## src/rtl/alu_issue_16_pkg.sv

```systemverilog
// Shared definitions for the ALU issue front end: function codes and FSM states.
package alu_issue_16_pkg;

  localparam logic [5:0] ALUFN_ADD    = 6'b000000;
  localparam logic [5:0] ALUFN_SUB    = 6'b000001;
  localparam logic [5:0] ALUFN_MUL_LO = 6'b000010;
  localparam logic [5:0] ALUFN_AND    = 6'b011000;
  localparam logic [5:0] ALUFN_OR     = 6'b011110;
  localparam logic [5:0] ALUFN_XOR    = 6'b010110;

  typedef enum logic [1:0] {
    ST_IDLE = 2'd0,
    ST_EXEC = 2'd1,
    ST_HOLD = 2'd2
  } state_e;

endpackage

```

## src/rtl/alu_16.sv

```systemverilog
// Combinational 16-bit ALU: result plus zero/negative/signed-overflow flags.
module alu_16
  import alu_issue_16_pkg::*;
#(
  parameter int WIDTH = 16
) (
  input  logic [WIDTH-1:0] a,
  input  logic [WIDTH-1:0] b,
  input  logic [5:0]       alufn,
  output logic [WIDTH-1:0] out,
  output logic             z,
  output logic             n,
  output logic             v
);

  // NOTE: every output of an always_comb gets a default first, so no path leaves it unassigned and no latch is inferred.
  always_comb begin
    out = '0;
    v   = 1'b0;
    case (alufn)
      ALUFN_ADD: begin
        out = a + b;
        v   = (a[WIDTH-1] == b[WIDTH-1]) && (out[WIDTH-1] != a[WIDTH-1]);
      end
      ALUFN_SUB: begin
        out = a - b;
        v   = (a[WIDTH-1] != b[WIDTH-1]) && (out[WIDTH-1] != a[WIDTH-1]);
      end
      ALUFN_MUL_LO: out = a * b;
      ALUFN_AND:    out = a & b;
      ALUFN_OR:     out = a | b;
      ALUFN_XOR:    out = a ^ b;
      default:      out = '0;
    endcase
  end

  assign z = (out == '0);
  assign n = out[WIDTH-1];

endmodule

```

## src/rtl/alu_issue_16_fifo.sv

```systemverilog
// Small synchronous request FIFO with occupancy count and full/empty flags.
module alu_req_fifo #(
  parameter int WIDTH = 39,
  parameter int DEPTH = 2
) (
  input  logic                     clk,
  input  logic                     rst_n,
  input  logic                     push,
  input  logic [WIDTH-1:0]         wr_data,
  input  logic                     pop,
  output logic [WIDTH-1:0]         rd_data,
  output logic [$clog2(DEPTH):0]   count,
  output logic                     full,
  output logic                     empty
);

  localparam int AW = $clog2(DEPTH);

  logic [WIDTH-1:0] mem_q [DEPTH];
  logic [WIDTH-1:0] mem_d [DEPTH];
  logic [AW-1:0]    wr_ptr_q, wr_ptr_d;
  logic [AW-1:0]    rd_ptr_q, rd_ptr_d;
  logic [AW:0]      count_q, count_d;
  logic             do_push, do_pop;

  assign full    = (count_q == (AW+1)'(DEPTH));
  assign empty   = (count_q == '0);
  assign count   = count_q;
  assign rd_data = mem_q[rd_ptr_q];
  assign do_push = push && !full;
  assign do_pop  = pop && !empty;

  // Pointers wrap for free because DEPTH is a power of two.
  always_comb begin
    mem_d    = mem_q;
    wr_ptr_d = wr_ptr_q;
    rd_ptr_d = rd_ptr_q;
    count_d  = count_q;
    if (do_push) begin
      mem_d[wr_ptr_q] = wr_data;
      wr_ptr_d        = wr_ptr_q + 1'b1;
    end
    if (do_pop) rd_ptr_d = rd_ptr_q + 1'b1;
    case ({do_push, do_pop})
      2'b10:   count_d = count_q + 1'b1;
      2'b01:   count_d = count_q - 1'b1;
      default: count_d = count_q;
    endcase
  end

  // NOTE: the storage array is reset along with the pointers so no stale request data survives a reset.
  always_ff @(posedge clk or negedge rst_n) begin
    if (!rst_n) begin
      for (int i = 0; i < DEPTH; i++) mem_q[i] <= '0;
      wr_ptr_q <= '0;
      rd_ptr_q <= '0;
      count_q  <= '0;
    end else begin
      mem_q    <= mem_d;
      wr_ptr_q <= wr_ptr_d;
      rd_ptr_q <= rd_ptr_d;
      count_q  <= count_d;
    end
  end

endmodule

```

## src/rtl/alu_issue_16.sv

```systemverilog
// Request/response front end: queues ALU requests, issues them one at a time, registers results.
module alu_issue_16
  import alu_issue_16_pkg::*;
#(
  parameter int WIDTH = 16,
  parameter int DEPTH = 2
) (
  input  logic             clk,
  input  logic             rst_n,
  input  logic             req_valid,
  output logic             req_ready,
  input  logic [WIDTH-1:0] req_a,
  input  logic [WIDTH-1:0] req_b,
  input  logic [5:0]       req_alufn,
  input  logic             req_acc,
  input  logic             acc_clr,
  output logic             rsp_valid,
  input  logic             rsp_ready,
  output logic [WIDTH-1:0] rsp_out,
  output logic             rsp_z,
  output logic             rsp_n,
  output logic             rsp_v,
  output logic [WIDTH-1:0] acc,
  output logic             busy
);

  localparam int REQ_W = 2*WIDTH + 7;

  logic [REQ_W-1:0]       head;
  logic [$clog2(DEPTH):0] fifo_count;
  logic                   fifo_full, fifo_empty;
  logic                   push, pop, capture, release_rsp;

  logic [WIDTH-1:0] alu_out;
  logic             alu_z, alu_n, alu_v;

  state_e           state_q, state_d;
  logic [WIDTH-1:0] op_a_q, op_a_d, op_b_q, op_b_d;
  logic [5:0]       op_fn_q, op_fn_d;
  logic [WIDTH-1:0] acc_q, acc_d, rsp_out_q, rsp_out_d;
  logic             rsp_valid_q, rsp_valid_d;
  logic             rsp_z_q, rsp_z_d, rsp_n_q, rsp_n_d, rsp_v_q, rsp_v_d;

  assign push = req_valid && req_ready;

  alu_req_fifo #(.WIDTH(REQ_W), .DEPTH(DEPTH)) u_fifo (
    .clk     (clk),
    .rst_n   (rst_n),
    .push    (push),
    .wr_data ({req_acc, req_alufn, req_a, req_b}),
    .pop     (pop),
    .rd_data (head),
    .count   (fifo_count),
    .full    (fifo_full),
    .empty   (fifo_empty)
  );

  alu_16 #(.WIDTH(WIDTH)) u_alu (
    .a     (op_a_q),
    .b     (op_b_q),
    .alufn (op_fn_q),
    .out   (alu_out),
    .z     (alu_z),
    .n     (alu_n),
    .v     (alu_v)
  );

  // NOTE: sequential state uses non-blocking assignments so every flop samples pre-edge values.
  always_ff @(posedge clk or negedge rst_n) begin
    if (!rst_n) state_q <= ST_IDLE;
    else        state_q <= state_d;
  end

  always_comb begin
    state_d = state_q;
    case (state_q)
      ST_IDLE: if (!fifo_empty) state_d = ST_EXEC;
      ST_EXEC: state_d = ST_HOLD;
      ST_HOLD: if (rsp_valid_q && rsp_ready) state_d = fifo_empty ? ST_IDLE : ST_EXEC;
      default: state_d = ST_IDLE;
    endcase
  end

  always_comb begin
    pop         = 1'b0;
    capture     = 1'b0;
    release_rsp = 1'b0;
    case (state_q)
      ST_IDLE: pop = !fifo_empty;
      ST_EXEC: capture = 1'b1;
      ST_HOLD: begin
        release_rsp = rsp_valid_q && rsp_ready;
        pop         = release_rsp && !fifo_empty;
      end
      default: ;
    endcase
  end

  // acc is already updated by the time of any pop, so chained requests see the latest result.
  always_comb begin
    op_a_d      = op_a_q;
    op_b_d      = op_b_q;
    op_fn_d     = op_fn_q;
    acc_d       = acc_q;
    rsp_out_d   = rsp_out_q;
    rsp_z_d     = rsp_z_q;
    rsp_n_d     = rsp_n_q;
    rsp_v_d     = rsp_v_q;
    rsp_valid_d = rsp_valid_q;
    if (pop) begin
      op_a_d  = head[REQ_W-1] ? acc_q : head[WIDTH +: WIDTH];
      op_b_d  = head[0 +: WIDTH];
      op_fn_d = head[2*WIDTH +: 6];
    end
    if (capture) begin
      rsp_out_d   = alu_out;
      rsp_z_d     = alu_z;
      rsp_n_d     = alu_n;
      rsp_v_d     = alu_v;
      rsp_valid_d = 1'b1;
      acc_d       = alu_out;
    end else if (release_rsp) begin
      rsp_valid_d = 1'b0;
    end
    if (acc_clr) acc_d = '0;
  end

  always_ff @(posedge clk or negedge rst_n) begin
    if (!rst_n) begin
      op_a_q      <= '0;
      op_b_q      <= '0;
      op_fn_q     <= '0;
      acc_q       <= '0;
      rsp_out_q   <= '0;
      rsp_z_q     <= 1'b0;
      rsp_n_q     <= 1'b0;
      rsp_v_q     <= 1'b0;
      rsp_valid_q <= 1'b0;
    end else begin
      op_a_q      <= op_a_d;
      op_b_q      <= op_b_d;
      op_fn_q     <= op_fn_d;
      acc_q       <= acc_d;
      rsp_out_q   <= rsp_out_d;
      rsp_z_q     <= rsp_z_d;
      rsp_n_q     <= rsp_n_d;
      rsp_v_q     <= rsp_v_d;
      rsp_valid_q <= rsp_valid_d;
    end
  end

  assign req_ready = !fifo_full;
  assign rsp_valid = rsp_valid_q;
  assign rsp_out   = rsp_out_q;
  assign rsp_z     = rsp_z_q;
  assign rsp_n     = rsp_n_q;
  assign rsp_v     = rsp_v_q;
  assign acc       = acc_q;
  assign busy      = (fifo_count != '0) || (state_q != ST_IDLE);

endmodule

```

## config.mk

```make
export PLATFORM = sky130hd
export DESIGN_NAME = alu_issue_16
export DESIGN_NICKNAME = d
export VERILOG_FILES = /design/src/rtl/alu_issue_16_pkg.sv /design/src/rtl/alu_16.sv /design/src/rtl/alu_issue_16_fifo.sv /design/src/rtl/alu_issue_16.sv
export SDC_FILE = /design/constraint.sdc
export NUM_CORES = 1
export LEC_CHECK = 0
export ABC_AREA = 1
export BUFFER_PORTS_ARGS = -buffer_cell sky130_fd_sc_hd__buf_2
export CAP_MARGIN = 20
export CORE_MARGIN = 2
export CORE_UTILIZATION = 45
export CTS_CLUSTER_SIZE = 14
export DETAILED_ROUTE_END_ITERATION = 10
export GPL_ROUTABILITY_DRIVEN = 0
export HOLD_SLACK_MARGIN = 0.15
export PLACE_DENSITY_LB_ADDON = 0.1
export SYNTH_ARGS = -nofsm -noshare
export SYNTH_HDL_FRONTEND = slang
export SYNTH_SLANG_ARGS = --single-unit
```

## constraint.sdc

```tcl
create_clock -name clk -period 7.8 [get_ports clk]
set_clock_uncertainty 0.1 [all_clocks]
set_input_delay 0.78 -clock clk [delete_from_list [all_inputs] [get_ports clk]]
set_output_delay 0.78 -clock clk [all_outputs]
set_load 0.01 [all_outputs]
```

### After elaboration in Yosys (flattened, before gate mapping)

Index checks and enable logic that the tools add are counted.
W data, S select, Z words.

* register bits after elaboration: 158
* input port bits: 44
* output and inout bits: 38
* word-level logic and storage cells: 88

* add/subtract/negate cells: 6
* multiply operators: 1
* magnitude comparators: 3
* eq/ne operators: 16
* mux-type cells: 21
* bitwise logic cells: 5
* reductions and logical operators: 21

Operators by type and width (number)
* $mux W39: 4
* $pmux W16 S6: 1
* $bwmux W78: 1
* $mux W16: 3
* $demux W39 S1: 1
* $eq A6 B5 Y1 const B: 3
* $add A16 B16 Y16: 1
* $and A16 B16 Y16: 1
* $logic_not A16 Y1: 1
* $mul A16 B16 Y16: 1
* $or A16 B16 Y16: 1
* $sub A16 B16 Y16: 1
* $xor A16 B16 Y16: 1
* $reduce_bool A2 Y1: 5
* $logic_and A1 B1 Y1: 8
* $eq A2 B2 Y1 const B: 3
* $eq A6 B1 Y1 const B: 1
* $eq A6 B2 Y1 const B: 1
* $logic_not A6 Y1: 1
* $pmux W2 S3: 1
* $mux W1: 5
* $eq A2 B1 Y1 const B: 2
* $ge A2 B2 Y1 const B: 2
* $logic_not A2 Y1: 2
* other kinds (14): 22

### Depth between registers and ports, before layout

* depth after elaboration: 7
* gate-level depth with buffers: 30
* mapped depth without buffers: 28

### By module

Synthesis repeated with hierarchy kept, for this count alone.

* cells, all modules: 2106
* area total of the unflattened synthesis: 14487.6 µm²

Modules (own cells, without submodules)
* alu_16: times used 1, cells an instance 1212, area each 7328.3 µm², seq. area each 0.0 µm²
* alu_req_fifo: times used 1, cells an instance 504, area each 3892.5 µm², seq. area each 2052.0 µm²
* alu_issue_16: times used 1, cells an instance 390, area each 3266.9 µm², seq. area each 1901.8 µm²

### Least setup slack after synthesis

OpenSTA, ideal clock, no wires.

* kind: reg2reg
* start point: register op_b_q[1]
* end point: register acc_q[14] (netlist: acc[14])
* library setup time: 0.117 ns
* arrival time: 5.346 ns
* required time: 7.583 ns
* slack: 2.237 ns
* cell stages (with the launch flop): 28
* buffers on the path: 2
* period minus slack after synthesis: 5.563 ns
* cells stage by stage: dfrtp_1 buf_4 clkbuf_1 nand2_1 fa_1 fa_1 fa_1 fa_1 inv_1 fa_1 inv_1 fa_1 inv_1 ha_1 inv_1 o21ai_0 nor2_1 nand3_1 nand2_1 nand2_1 a21oi_1 a21oi_1 o21ai_0 nand2_1 inv_1 nand2_1 nand3_1 nand2_1

* cells in the longest elaborated chain, start to end: 4
* elaborated cells on any way between the ends: 6
* classes of those cells: 2 x add/sub; 1 x mul; 3 x mux

Ends and longest elaborated chain
* start, declared: line alu_issue_16.sv:38 `logic [WIDTH-1:0] op_a_q, op_a_d, op_b_q, op_b_d;`
* start signal, assigned: line alu_issue_16.sv:141 `op_b_q <= op_b_d;`
* $mul A16 B16 Y16, or another cell as far along: line alu_16.sv:29 `ALUFN_MUL_LO: out = a * b;`
* $pmux W16 S6 (*): line alu_16.sv:20 `case (alufn)`
* $mux W16 (*): line alu_issue_16.sv:115 `if (capture) begin`
* $mux W16 (*): line alu_issue_16.sv:125 `if (acc_clr) acc_d = '0;`
* end signal, assigned: line alu_issue_16.sv:133 `acc_q <= '0;`
* end signal, assigned: line alu_issue_16.sv:143 `acc_q <= acc_d;`
* end, declared: line alu_issue_16.sv:40 `logic [WIDTH-1:0] acc_q, acc_d, rsp_out_q, rsp_out_d;`

Mark *: on every way between the ends. The rest lies on a longest branch, timed or not. The select of a mux whose other input is x is not followed.
A chain may end at the register's enable or synchronous reset.

### Worst setup path in the final report

* start point: register op_b_q[1]
* end point: register rsp_z_q (netlist: rsp_z)

* cells in the longest elaborated chain, start to end: 3
* elaborated cells on any way between the ends: 8
* classes of those cells: 2 x add/sub; 1 x mul; 1 x mux; 3 x bitwise; 1 x reduce/logical

Ends and longest elaborated chain
* $mul A16 B16 Y16, or another cell as far along: line alu_16.sv:29
* $pmux W16 S6 (*): line alu_16.sv:20
* $logic_not A16 Y1 (*): line alu_16.sv:37 `assign z = (out == '0);`
* end signal, assigned: line alu_issue_16.sv:145 `rsp_z_q <= rsp_z_d;`
* end, declared: line alu_issue_16.sv:42 `logic rsp_z_q, rsp_z_d, rsp_n_q, rsp_n_d, rsp_v_q, rsp_v_d;`

Mark *: on every way between the ends. The rest lies on a longest branch, timed or not.

==> impl_metrics.toml <==
[timing]
unrepaired_setup_endpoints_after_global_routing = "false"
finalSetupViolations = 0
final_slew_viol_count = 0
fin_crit_ns = 6.04
highest_clock_rate_mhz = 166
number_of_hold_slack_violations_in_the_final_timing_report = 0
slew_headroom_pct = 31.6
setup_total_negative_slack_ns = 0
worst_pin_slew_ns = 1.02
period_share_pct = 77.4

[clocking]
cts_buffer_depth = 2
cts_root_buffer = "sky130_fd_sc_hd__clkbuf_16"
clock_buffer_count_from_cts = 17
ctsHoldBuffers = 0
postCtsResizedCells = 0
cts_tree = "built"
cts_setup_buffers = 0
worstSkewPairLatency_ns = 0.44
tritoncts_num_sinks = 157
clk_pin_slew_worst_setup_hold_paths_ns = 0.07
clock_tree.htree_level_count = 4

[route]
met2_wire_length_um = 18500
route.antenna.remaining_nets = 0
drtPass1Iterations = 5
detail_route.wl_per_cell_um = 17.8
totalWireLength_um = 41100
wirelength_met1_um = 18900
drt-vias-per-instance = 5.22
met3_wirelength_um = 2510
dr.first_iter.drc_count = 1198
routed.top_layer = "met4"
drcViolationCount = 0
detailroute.via_count = 12100

[floorplanning]
floorplan.initialDensity_pct = 45.7
dieWidth_um = 177
boundaryPins = 82
floorplan.die.height_um = 177
placementRows = 63
core_um2 = 29600
die_area_um2 = 31400

[critical_path]
worstSetupStartpointType = "register"
cp_common_cell = "sky130_fd_sc_hd__nand2_1"
highest_delay_cell_along_the_critical_path = "sky130_fd_sc_hd__dfrtp_1"
worst-path-max-fanout = 20
type_of_destination_of_the_critical_path = "register"
timing.critical_path.required_ns = 8.08
cp_data_arrival_time_ns = 6.31
cp_slowest_stage_delay_ns = 0.93
crit_type = "register to register"

[yosys]
synth_sequential_area_ratio_pct = 29.1
synth_edf_count = 0
synth.distinct_cells = 47
yosysTopAreaCellShare_pct = 29.1
asyncSetResetFlopFracSynth_pct = 100
post_synth_instance_area_um2 = 13500
synth-seq-cells = 157
ys.flop_type = "sky130_fd_sc_hd__dfrtp_1"
ys_warn_count = 0
post_synthesis_average_cell_area_um2 = 7.18
syn-num-nets = 2103
synth.top_cells.by_area = "sky130_fd_sc_hd__dfrtp_1 29%, sky130_fd_sc_hd__nand2_1 15%, sky130_fd_sc_hd__fa_1 12%"
yosys.area.top_type = "sky130_fd_sc_hd__dfrtp_1"
syn-instance-count = 1879

[finish]
area.growth.synth_to_final_pct = 9.08
fraction_of_layout_instances_using_a_drive_strength_above_1_pct = 9.11
n_fill_cell = 3059
layout.cells.most_common_list = "551 x sky130_fd_sc_hd__nand2_1, 350 x sky130_fd_sc_hd__inv_1, 157 x sky130_fd_sc_hd__dfrtp_1, 146 x sky130_fd_sc_hd__o21ai_0, 125 x sky130_fd_sc_hd__nor2_1"
seq_area_um2 = 3930
design_area_um2 = 14700
finalNetCount = 2133
final-instance-count-excl-fill = 2313
multiInputGateArea_um2 = 7820
most_common_cell_after_layout_fill_and_taps_aside = "sky130_fd_sc_hd__nand2_1"
final_core_utilization_pct = 49.8

[grt]
grt_start_max_net_pins = 85
groute.usage.overall_pct = 27.6
overflow_after_grt = 0
first_pass_grt_wire_length_um = 66000
first_global_vias = 11900
antenna_found_initial = 1

[placed_design]
dp_cells = 2280
hpwlAfterDp_um = 31200
buffer_ports.inserted = 81
dpl-instance-area_um2 = 14100

[hold_path]
hold_path_class = "input port to async pin"

[status]
outcome = "complete, no violations"

[flow_run]
maxCapViolCount = 0
per-layer routing:
layer  vias up  global-route usage (%)
li1       5838                       -
met1      5767                    38.9
met2       390                    42.9
met3        72                    4.94
met4         0                    8.82
met5         -                       0
synth_stat cells, types with 2 or more instances:
library cell / count
sky130_fd_sc_hd__nand2_1: 551
sky130_fd_sc_hd__inv_1: 350
sky130_fd_sc_hd__dfrtp_1: 157
sky130_fd_sc_hd__o21ai_0: 146
sky130_fd_sc_hd__nor2_1: 125
sky130_fd_sc_hd__ha_1: 99
sky130_fd_sc_hd__fa_1: 81
sky130_fd_sc_hd__nand3_1: 80
sky130_fd_sc_hd__clkbuf_1: 51
sky130_fd_sc_hd__a21oi_1: 45
sky130_fd_sc_hd__a31oi_1: 42
sky130_fd_sc_hd__nand4_1: 19
sky130_fd_sc_hd__buf_2: 16
sky130_fd_sc_hd__buf_4: 10
sky130_fd_sc_hd__inv_2: 10
sky130_fd_sc_hd__nand3b_1: 9
sky130_fd_sc_hd__o21ai_1: 9
sky130_fd_sc_hd__nor2_2: 8
sky130_fd_sc_hd__a21oi_2: 7
sky130_fd_sc_hd__nand2_2: 7
sky130_fd_sc_hd__o22ai_1: 7
sky130_fd_sc_hd__xnor2_1: 7
sky130_fd_sc_hd__nand3_2: 6
sky130_fd_sc_hd__clkinv_1: 4
sky130_fd_sc_hd__xor2_1: 4
sky130_fd_sc_hd__buf_6: 3
sky130_fd_sc_hd__nor3_1: 3
sky130_fd_sc_hd__a221oi_1: 2
sky130_fd_sc_hd__clkbuf_2: 2
sky130_fd_sc_hd__or2_2: 2
cell families after synthesis:
| family | share of synthesized area [%] |
|---|---|
| buffers and inverters | 13.0 |
| and+or+nand+nor | 24.9 |
| DFF | 29.1 |
| AOI/OAI and AO/OA | 10.9 |
| xor gates and xnor gates | 0.834 |
| adders and majority gates | 21.2 |
| muxes | 0.0742 |
area by class of cell:
cell class | count | share of cell area, %
tap | 390 | 3.31
multi-input combinational | 1276 | 53.1
sequential | 157 | 26.7
inverter | 364 | 9.28
clock buffer | 20 | 3.17
antenna | 1 | 0.0170
timing repair buffer | 93 | 3.41
clock inverter | 12 | 1.00
state kept, by name, indices dropped and copies added (netlist names):
| name | count |
|---|---|
| acc | 16 |
| op_a_q | 16 |
| op_b_q | 16 |
| op_fn_q | 6 |
| rsp_out | 16 |
| rsp_v | 1 |
| rsp_valid | 1 |
| rsp_z | 1 |
| state_q | 2 |
| u_fifo.count | 2 |
| u_fifo.mem_q | 78 |
| u_fifo.rd_ptr_q | 1 |
| u_fifo.wr_ptr_q | 1 |
through the flow:
step / setup WS, ns / hold WS [ns]
3_3_place_gp: 1.86 / 0.363
3_5_place_dp: 1.80 / 0.365
5_1_grt: 1.39 / 0.347
2_1_floorplan: 2.24 / 0.352
4_1_cts: 1.78 / 0.315
6_report: 1.76 / 0.290
critical path, delay by kind of cell (launching register included):
kind | cells | cell delay (ns)
adders and majority gates | 7 | 3.20
DFF | 1 | 0.93
buffers and inverters | 4 | 0.19
AOI/OAI and AO/OA | 2 | 0.31
and+or+nand+nor | 12 | 1.25
final timing paths:
| path | startpoint | to | slack (ns) | cells past startpoint |
|---|---|---|---|---|
| min in group clk | rsp_out[8] | rsp_out[8] | 0.38 | 2 |
| worst max register to register | op_b_q[1] | rsp_z | 1.76 | 25 |
| worst min register to register | rsp_out[8] | rsp_out[8] | 0.38 | 2 |
| worst max-delay path | op_b_q[1] | rsp_z | 1.76 | 25 |
| max in group asynchronous | rst_n | op_b_q[4] | 5.85 | 2 |
| worst min-delay path | rst_n | acc[13] | 0.29 | 1 |
Power is left out: the tool's default activity adds up to more than one toggle a clock period on the data nets, which glitch-free logic cannot reach.
